**src/rtl/forward_scoreboard_pkg.sv**
```systemverilog
//==== forward_scoreboard_pkg: shared constants, slot flags and select-width helper (rev 1.0) ====
`default_nettype none

package forward_scoreboard_pkg;

  localparam int XZR           = 31;
  localparam int DEF_ADDRW     = 5;
  localparam int DEF_DEPTH     = 3;
  localparam int DEF_LOADSTAGE = 2;

  // Per-slot status bits; the destination address is held alongside in its own array.
  typedef struct packed {
    logic valid;
    logic isload;
  } slot_flags_t;

  function automatic int sel_width(input int depth);
    return (depth > 1) ? $clog2(depth) : 1;
  endfunction

endpackage

`default_nettype wire

```
**src/rtl/forward_scoreboard_if.sv**
```systemverilog
//==== forward_scoreboard_if: issue/operand/forward bundle between ID stage and scoreboard (rev 1.0) ====
`default_nettype none

interface forward_scoreboard_if #(
  parameter int NREAD = 2,
  parameter int ADDRW = 5,
  parameter int SELW  = 2
);
  logic                    issue_valid;
  logic                    issue_regwrite;
  logic                    issue_isload;
  logic [ADDRW-1:0]        issue_rd;
  logic                    flush;
  logic [NREAD*ADDRW-1:0]  rd_addr;
  logic [NREAD-1:0]        rd_used;
  logic [NREAD-1:0]        fwd_use;
  logic [NREAD*SELW-1:0]   fwd_src;
  logic                    stall;

  modport master (
    output issue_valid, issue_regwrite, issue_isload, issue_rd, flush, rd_addr, rd_used,
    input  fwd_use, fwd_src, stall
  );

  modport slave (
    input  issue_valid, issue_regwrite, issue_isload, issue_rd, flush, rd_addr, rd_used,
    output fwd_use, fwd_src, stall
  );
endinterface

`default_nettype wire

```
**src/rtl/forward_scoreboard_fwd_port_match.sv**
```systemverilog
//==== fwd_port_match: youngest-producer search for one read port over the tracked slots (rev 1.0) ====
`default_nettype none

module fwd_port_match
  import forward_scoreboard_pkg::*;
#(
  parameter int DEPTH     = DEF_DEPTH,
  parameter int ADDRW     = DEF_ADDRW,
  parameter int LOADSTAGE = DEF_LOADSTAGE,
  parameter int ZEROREG   = XZR,
  parameter int SELW      = sel_width(DEF_DEPTH)
) (
  input  logic [DEPTH-1:0]            slot_valid,
  input  logic [DEPTH-1:0]            slot_isload,
  input  logic [DEPTH-1:0][ADDRW-1:0] slot_rd,
  input  logic [ADDRW-1:0]            addr,
  output logic                        hit,
  output logic                        avail,
  output logic [SELW-1:0]             idx
);

  // Scan oldest to youngest so the last assignment is the youngest match.
  always_comb begin
    hit   = 1'b0;
    avail = 1'b0;
    idx   = '0;
    if (addr != ADDRW'(ZEROREG)) begin
      for (int k = DEPTH - 1; k >= 0; k--) begin
        if (slot_valid[k] && (slot_rd[k] == addr)) begin
          hit   = 1'b1;
          avail = !slot_isload[k] || ((k + 1) >= LOADSTAGE);
          idx   = SELW'(k);
        end
      end
    end
  end

endmodule

`default_nettype wire

```
**src/rtl/forward_scoreboard.sv**
```systemverilog
//==== forward_scoreboard: operand-forwarding and load-use hazard unit beside ID/EX (rev 1.0) ====
`default_nettype none

module forward_scoreboard
  import forward_scoreboard_pkg::*;
#(
  parameter int NREAD     = 2,
  parameter int ADDRW     = DEF_ADDRW,
  parameter int DEPTH     = DEF_DEPTH,
  parameter int LOADSTAGE = DEF_LOADSTAGE,
  parameter int ZEROREG   = XZR
) (
  input  logic          clk,
  input  logic          reset,
  forward_scoreboard_if.slave bus
);

  localparam int SELW = sel_width(DEPTH);

  slot_flags_t [DEPTH-1:0]     slot_flags;
  logic [DEPTH-1:0][ADDRW-1:0] slot_rd;
  logic [DEPTH-1:0]            slot_valid;
  logic [DEPTH-1:0]            slot_isload;

  logic [NREAD-1:0]            hit;
  logic [NREAD-1:0]            avail;
  logic [NREAD-1:0][SELW-1:0]  idx;
  logic [NREAD-1:0]            stall_req;
  logic [NREAD-1:0]            fwd_use_w;
  logic [NREAD*SELW-1:0]       fwd_src_w;
  logic                        stall_w;
  logic                        issue_ok;

  always_comb begin
    for (int k = 0; k < DEPTH; k++) begin
      slot_valid[k]  = slot_flags[k].valid;
      slot_isload[k] = slot_flags[k].isload;
    end
  end

  generate
    for (genvar p = 0; p < NREAD; p++) begin : g_port
      fwd_port_match #(
        .DEPTH     (DEPTH),
        .ADDRW     (ADDRW),
        .LOADSTAGE (LOADSTAGE),
        .ZEROREG   (ZEROREG),
        .SELW      (SELW)
      ) u_match (
        .slot_valid  (slot_valid),
        .slot_isload (slot_isload),
        .slot_rd     (slot_rd),
        .addr        (bus.rd_addr[p*ADDRW +: ADDRW]),
        .hit         (hit[p]),
        .avail       (avail[p]),
        .idx         (idx[p])
      );
    end
  endgenerate

  always_comb begin
    fwd_use_w = '0;
    fwd_src_w = '0;
    stall_req = '0;
    for (int p = 0; p < NREAD; p++) begin
      fwd_use_w[p] = hit[p] & avail[p];
      if (hit[p] && avail[p]) begin
        fwd_src_w[p*SELW +: SELW] = idx[p];
      end
      stall_req[p] = hit[p] & ~avail[p] & bus.rd_used[p];
    end
  end

  assign stall_w     = bus.issue_valid & (|stall_req);
  assign bus.fwd_use = fwd_use_w;
  assign bus.fwd_src = fwd_src_w;
  assign bus.stall   = stall_w;

  assign issue_ok = bus.issue_valid & ~stall_w & ~bus.flush & bus.issue_regwrite
                  & (bus.issue_rd != ADDRW'(ZEROREG));

  // A flush squashes both the issuing instruction and whatever is leaving slot 1.
  always_ff @(posedge clk) begin
    if (reset) begin
      slot_flags <= '0;
      slot_rd    <= '0;
    end else begin
      slot_flags[0].valid  <= issue_ok;
      slot_flags[0].isload <= issue_ok & bus.issue_isload;
      slot_rd[0]           <= bus.issue_rd;
      for (int k = 1; k < DEPTH; k++) begin
        slot_flags[k].valid  <= slot_flags[k-1].valid & ~((k == 1) & bus.flush);
        slot_flags[k].isload <= slot_flags[k-1].isload;
        slot_rd[k]           <= slot_rd[k-1];
      end
    end
  end

endmodule

`default_nettype wire

```
**src/flat_wrapper.sv**
```systemverilog
// flat-port wrapper written by rule: the top's interface ports become plain ports
module forward_scoreboard_flat import forward_scoreboard_pkg::*;
#(
  parameter int NREAD     = 2,
  parameter int ADDRW     = DEF_ADDRW,
  parameter int DEPTH     = DEF_DEPTH,
  parameter int LOADSTAGE = DEF_LOADSTAGE,
  parameter int ZEROREG   = XZR
)
  (clk, reset, bus_issue_valid, bus_issue_regwrite, bus_issue_isload, bus_issue_rd, bus_flush, bus_rd_addr, bus_rd_used, bus_fwd_use, bus_fwd_src, bus_stall);
  forward_scoreboard_if #(.NREAD(NREAD), .ADDRW(ADDRW), .SELW(2)) bus_i ();
  input  logic clk;
  input  logic reset;
  input wire logic [$bits(bus_i.issue_valid)-1:0] bus_issue_valid;
  input wire logic [$bits(bus_i.issue_regwrite)-1:0] bus_issue_regwrite;
  input wire logic [$bits(bus_i.issue_isload)-1:0] bus_issue_isload;
  input wire logic [$bits(bus_i.issue_rd)-1:0] bus_issue_rd;
  input wire logic [$bits(bus_i.flush)-1:0] bus_flush;
  input wire logic [$bits(bus_i.rd_addr)-1:0] bus_rd_addr;
  input wire logic [$bits(bus_i.rd_used)-1:0] bus_rd_used;
  output wire logic [$bits(bus_i.fwd_use)-1:0] bus_fwd_use;
  output wire logic [$bits(bus_i.fwd_src)-1:0] bus_fwd_src;
  output wire logic [$bits(bus_i.stall)-1:0] bus_stall;
  assign bus_i.issue_valid = bus_issue_valid;
  assign bus_i.issue_regwrite = bus_issue_regwrite;
  assign bus_i.issue_isload = bus_issue_isload;
  assign bus_i.issue_rd = bus_issue_rd;
  assign bus_i.flush = bus_flush;
  assign bus_i.rd_addr = bus_rd_addr;
  assign bus_i.rd_used = bus_rd_used;
  assign bus_fwd_use = bus_i.fwd_use;
  assign bus_fwd_src = bus_i.fwd_src;
  assign bus_stall = bus_i.stall;
  forward_scoreboard #(.NREAD(NREAD), .ADDRW(ADDRW), .DEPTH(DEPTH), .LOADSTAGE(LOADSTAGE), .ZEROREG(ZEROREG)) u_core (.clk(clk), .reset(reset), .bus(bus_i));
endmodule
```
**config.mk**
```make
export PLATFORM = sky130hd
export DESIGN_NAME = forward_scoreboard_flat
export DESIGN_NICKNAME = d
export VERILOG_FILES = /design/src/rtl/forward_scoreboard_pkg.sv /design/src/rtl/forward_scoreboard_if.sv /design/src/rtl/forward_scoreboard_fwd_port_match.sv /design/src/rtl/forward_scoreboard.sv /design/src/flat_wrapper.sv
export SDC_FILE = /design/constraint.sdc
export NUM_CORES = 1
export LEC_CHECK = 0
export BUFFER_PORTS_ARGS = -buffer_cell sky130_fd_sc_hd__buf_2
export CAP_MARGIN = 20
export CORE_ASPECT_RATIO = 0.8
export CORE_MARGIN = 10
export CORE_UTILIZATION = 24
export CTS_CLUSTER_SIZE = 28
export DETAILED_ROUTE_END_ITERATION = 8
export SLEW_MARGIN = 20
export SYNTH_ARGS = -nofsm -noshare
export SYNTH_HDL_FRONTEND = slang
export SYNTH_SLANG_ARGS = --single-unit
```
**constraint.sdc**
```tcl
create_clock -name clk -period 1.23 [get_ports clk]
set_input_delay 0.0615 -clock clk [delete_from_list [all_inputs] [get_ports clk]]
set_output_delay 0.0615 -clock clk [all_outputs]
set_load 0.02 [all_outputs]
```
; Word-level counts from Yosys, hierarchy flattened
; Cells that the tools add are included.
[op_classes]
n_eq_ne = 9
muxes = 22
bitwise = 17
reduce_logical = 10
[op_table]
columns = op, n
row1 = 5-bit equality test, 6
row2 = 2-bit two-way mux, 10
row3 = "5-bit inequality test, second input constant", 3
row4 = 1-bit bitwise AND, 13
row5 = 1-bit two-way mux, 12
row6 = 1-bit logical AND, 8
row7 = 1-bit inverter, 4
row8 = 2-bit OR reduction, 1
row9 = 1-bit zero test, 1
[totals]
regBits = 19
inputBits = 23
out_inout_bits = 7
word_cells = 65

; Longest topological paths before layout
[depth]
ltp_word = 17
ltp_mapped = 5

; Cells and area by module
; From an unflattened synthesis, not the netlist that was laid out.
[hier_totals]
cells_unflattened = 117
area_unflattened_um2 = 1123.6
[modules_own_cells]
columns = module, instances, cells_per_inst, area_each_um2, seq_area_each_um2
row1 = forward_scoreboard, 1, 59, 663.1, 420.4
row2 = fwd_port_match, 2, 29, 230.2, 0.0

; Least setup slack after synthesis
; Ideal clock, no wire load.
[synth_path]
path_kind = reg-to-output
from = reg u_core.slot_rd[11] (netlist bit)
to = out bus_fwd_src[1]
arrival_ns = 1.597
required_ns = 1.168
slack_ns = -0.428
path_stages_with_launch = 5
cell_sequence = dfxtp_1 -> xor2_1 -> nor4_1 -> and3_1 -> nor4b_1
[synth_between]
elab_chain_cells = 8
[synth_rtl]
columns = item, line_no
row1 = from (decl), forward_scoreboard.sv:21  ; logic [DEPTH-1:0][ADDRW-1:0] slot_rd;
row2 = "from (signal, indexed assignment)", forward_scoreboard.sv:94  ; slot_rd[k] <= slot_rd[k-1];
row3 = 5-bit equality test (*), forward_scoreboard_fwd_port_match.sv:29  ; if (slot_valid[k] && (slot_rd[k] == addr)) begin
row4 = 1-bit logical AND (*), forward_scoreboard_fwd_port_match.sv:29
row5 = 1-bit two-way mux (3 in a row), forward_scoreboard_fwd_port_match.sv:29
row6 = 1-bit two-way mux, forward_scoreboard_fwd_port_match.sv:27  ; if (addr != ADDRW'(ZEROREG)) begin
row7 = 1-bit logical AND, forward_scoreboard.sv:67  ; if (hit[p] && avail[p]) begin
row8 = 2-bit two-way mux (*), forward_scoreboard.sv:67
row9 = to (decl), flat_wrapper.sv:22  ; output wire logic [$bits(bus_i.fwd_src)-1:0] bus_fwd_src;
; Every way passes the cells marked *; elsewhere a longest branch is shown, timed or not.

; Worst setup path in the final report
[layout_path]
from = reg u_core.slot_rd[7] (netlist bit)
to = out bus_fwd_use[0]
[layout_between]
elab_chain_cells = 6
[layout_rtl]
columns = item, line_no
row1 = 5-bit equality test (*), forward_scoreboard_fwd_port_match.sv:29
row2 = 1-bit logical AND (*), forward_scoreboard_fwd_port_match.sv:29
row3 = 1-bit two-way mux (*), forward_scoreboard_fwd_port_match.sv:29
row4 = 1-bit two-way mux, forward_scoreboard_fwd_port_match.sv:29
row5 = 1-bit two-way mux, forward_scoreboard_fwd_port_match.sv:27
row6 = 1-bit bitwise AND (*), forward_scoreboard.sv:66  ; fwd_use_w[p] = hit[p] & avail[p];
row7 = to (decl), flat_wrapper.sv:21  ; output wire logic [$bits(bus_i.fwd_use)-1:0] bus_fwd_use;
; Marked as above.

==> metrics <==
DRC viols=0; Syn Area/Cell=roughly 9.5 sq um; Setup Skew=0.000360 ns; antenna viol nets, final=0; RSZ-0062 raised after global routing=true; Root Buffer=clkbuf_8; Max VDD drop=0.558 mV; RePlAce Congestion=roughly 0.82; CP arrival=about 1.8 ns; max-cap viol count=0; 1st-pass router iterations=4; clk slew on worst S/H paths=~0.070 ns; failing checks=negative setup slack; Area growth syn-to-layout=49.8%; Worst Path Required=1.17 ns; min Tclk post-route=approximately 1.8 ns; Startpoint Class=register; synth top area cells=dfxtp_1 38%, xor2_1 21%, nor2b_1 10%; fmax=~550 MHz; ys async rst share=0%; I/O Buffers=29; storage element area=around 390 sq um; reg2reg end=u_core.slot_flags[0]$_SDFF_PP0_; vias in the first global route=1007; worst hold endpoint=u_core.slot_rd[1]$_SDFF_PP0_; clk sinks=19; Core Box Area=0.00390 sq mm; Final setup viols=9; cell internal pwr=0.000968 W; NetSw=0.000321 W; clk_lat worst skew=0.25 ns; ANT cells=0; # fillers=423; logic gate share of total power=15.9%; Tcrit/Tclk final=148%; Max Slew Vio Count=0; Synth area leader=dfxtp_1; die area=0.00716 sq mm; Inst Count DP=202; number of H-tree levels=1; worst-margin pin slew=0.346 ns; top post-synthesis cells by count=24 x xor2_1, 19 x dfxtp_1, 16 x nor2b_1, 6 x nor4_1, 6 x xnor2_1; most frequent cell after synthesis=xor2_1; # rows=20; largest net degree at the start of global routing=17; Yosys top cell area share=a little under two fifths; Flop pwr share=51.2%; CTS tree=yes; Worst Setup Slack post-DPL=-0.341 ns; Post-Syn Nets=128; Synth Cell Area=1000 sq um; first-pass GRT wire length=4.66 mm; max_slew headroom=about three quarters; First DRT Iteration DRCs=45; sw frac=roughly a quarter; die span in y=77.7 microns; Hold WS=0.0366 ns; Die X-Extent=92.2 microns; vias=between 900 and 1k; Hold Path Origin=bus_issue_rd[1]; GRT Overall Usage=7.93%; hold buffer count at CTS=0; post-route setup slack=-0.595 ns; Total Wirelength=~2.8 mm; # IOs=30; antenna violations before repair=0; R2R cell count=6; share of layout cells above drive strength 1=50.3%; Final Util=38.4%; Seq/Total Area, Yosys=38.0%; path type of the worst min-delay path=input pin to register; CTS Buffer Depth=2; Post-synth EDFFs=0; synth unique cells=20; vias per inst=roughly 4.4; total CTS buffers=3; Worst Setup End Kind=primary output; Leakage=0.685 nW; post-synthesis cell count=between 100 and 150; reg2reg setup slack=-0.21 ns; Max Fanout on Critical Path=3; drt wl/cell=roughly 13 microns; hold path cells=2; Initial Util=25.6%; PwrDens=between 800 and 900 mW/mm^2; worst reg2reg path startpoint=u_core.slot_rd[0]$_SDFF_PP0_; HPWL Detailed=2.34 mm; status=finished with violations; gr ovfl total=0; Main synth FF type=dfxtp_1; Multi-input gate area=699 sq um; Clock power frac=32.9%; #FFs+latches synth=19; Non-Filler Instances=approximately 210; CP Class=register to primary output; Syn. warnings=0; Final Hold Vio Count=0; # nets final=177
## placed cells by master (no fill, tap or decap), types with 2 or more instances in the layout
master / n
a211oi_2: 2
and3_1: 3
and3_4: 3
buf_2: 22
buf_4: 21
buf_6: 2
clkbuf_8: 3
dfxtp_1: 9
dfxtp_2: 10
nand2_1: 4
nand3_1: 3
nor2_1: 5
nor2b_1: 16
nor3_2: 2
nor3b_2: 2
nor4_1: 3
nor4_2: 3
xnor2_1: 6
xor2_1: 24
## power by group through the flow
stage | logic [W] | registers [W] | clock network, W
after detailed placement | 0.000194 | 0.000673 | 0
after floorplan | 0.0000889 | 0.000668 | 0
final | 0.000205 | 0.000660 | 0.000424
after global routing | 0.000226 | 0.000663 | 0.000481
after CTS | 0.000200 | 0.000660 | 0.000441
after global placement | 0.000187 | 0.000671 | 0
## worst max path at each step
| stage | startpoint | end | slack [ns] | cells after the start |
|---|---|---|---|---|
| finish | u_core.slot_rd[7]$_SDFF_PP0_ | bus_fwd_use[0] | -0.60 | 6 |
| global route | u_core.slot_rd[7]$_SDFF_PP0_ | bus_fwd_use[0] | -0.64 | 6 |
| CTS | u_core.slot_rd[7]$_SDFF_PP0_ | bus_fwd_use[1] | -0.56 | 6 |
| detailed placement | u_core.slot_rd[0]$_SDFF_PP0_ | bus_stall | -0.34 | 6 |
| global placement | u_core.slot_rd[5]$_SDFF_PP0_ | bus_fwd_use[1] | -0.30 | 6 |
| floorplan | u_core.slot_rd[11]$_SDFF_PP0_ | bus_fwd_src[1] | -0.16 | 4 |
## stage by stage
step	total power, W	instance area, sq um	TNS [ns]
after floorplan	0.000757	1050	-0.972
after global placement	0.000858	1360	-2.08
after detailed placement	0.000866	1360	-2.44
after CTS	0.00130	1460	-4.07
after global routing	0.00137	1500	-4.89
final	0.00129	1500	-3.94
## kinds of logic (layout without fill, tap and decap cells)
family,Yosys count,in the layout,share of synthesized area (%)
buffers and inverters,1,49,0.375
flip-flops,19,19,38.0
AO/OA/AOI/OAI,5,5,5.01
AND/OR/NAND/NOR,50,50,30.3
XOR/XNOR,30,30,26.3
## routing by layer
layer  vias up  share of wire [%]  track usage, %
li1        454                  -               -
met1       421                 46            9.04
met2        25                 47            13.7
met3         6                5.0            3.08
met4         0                1.5            1.85
met5         -                  0               0
## timing repair
| action | in CTS | in global routing |
|---|---|---|
| endpoints found under the setup margin | 9 | 9 |
| setup buffers | 1 | 1 |
| resized for setup | 19 | 5 |
| pin swaps | 12 | 5 |
## critical path: stages, from the launching register on
cell	delay, ns
dfxtp_2	0.34
xor2_1	0.15
nor4_1	0.37
and3_2	0.29
nor3_2	0.05
a211oi_2	0.14
buf_4	0.17
## state kept, by name (all words and copies together), names as in the netlist
register / flops
u_core.slot_rd: 15
u_core.slot_flags: 4
## final cells by class
type / instances / share of cell area (%)
clock buffer: 3 / 2.76
clock inverter: 1 / 0.334
multi-input combinational: 85 / 46.7
sequential: 19 / 26.2
tap: 55 / 4.59
timing repair buffer: 45 / 19.4
Power figures use the tool's default switching activity.
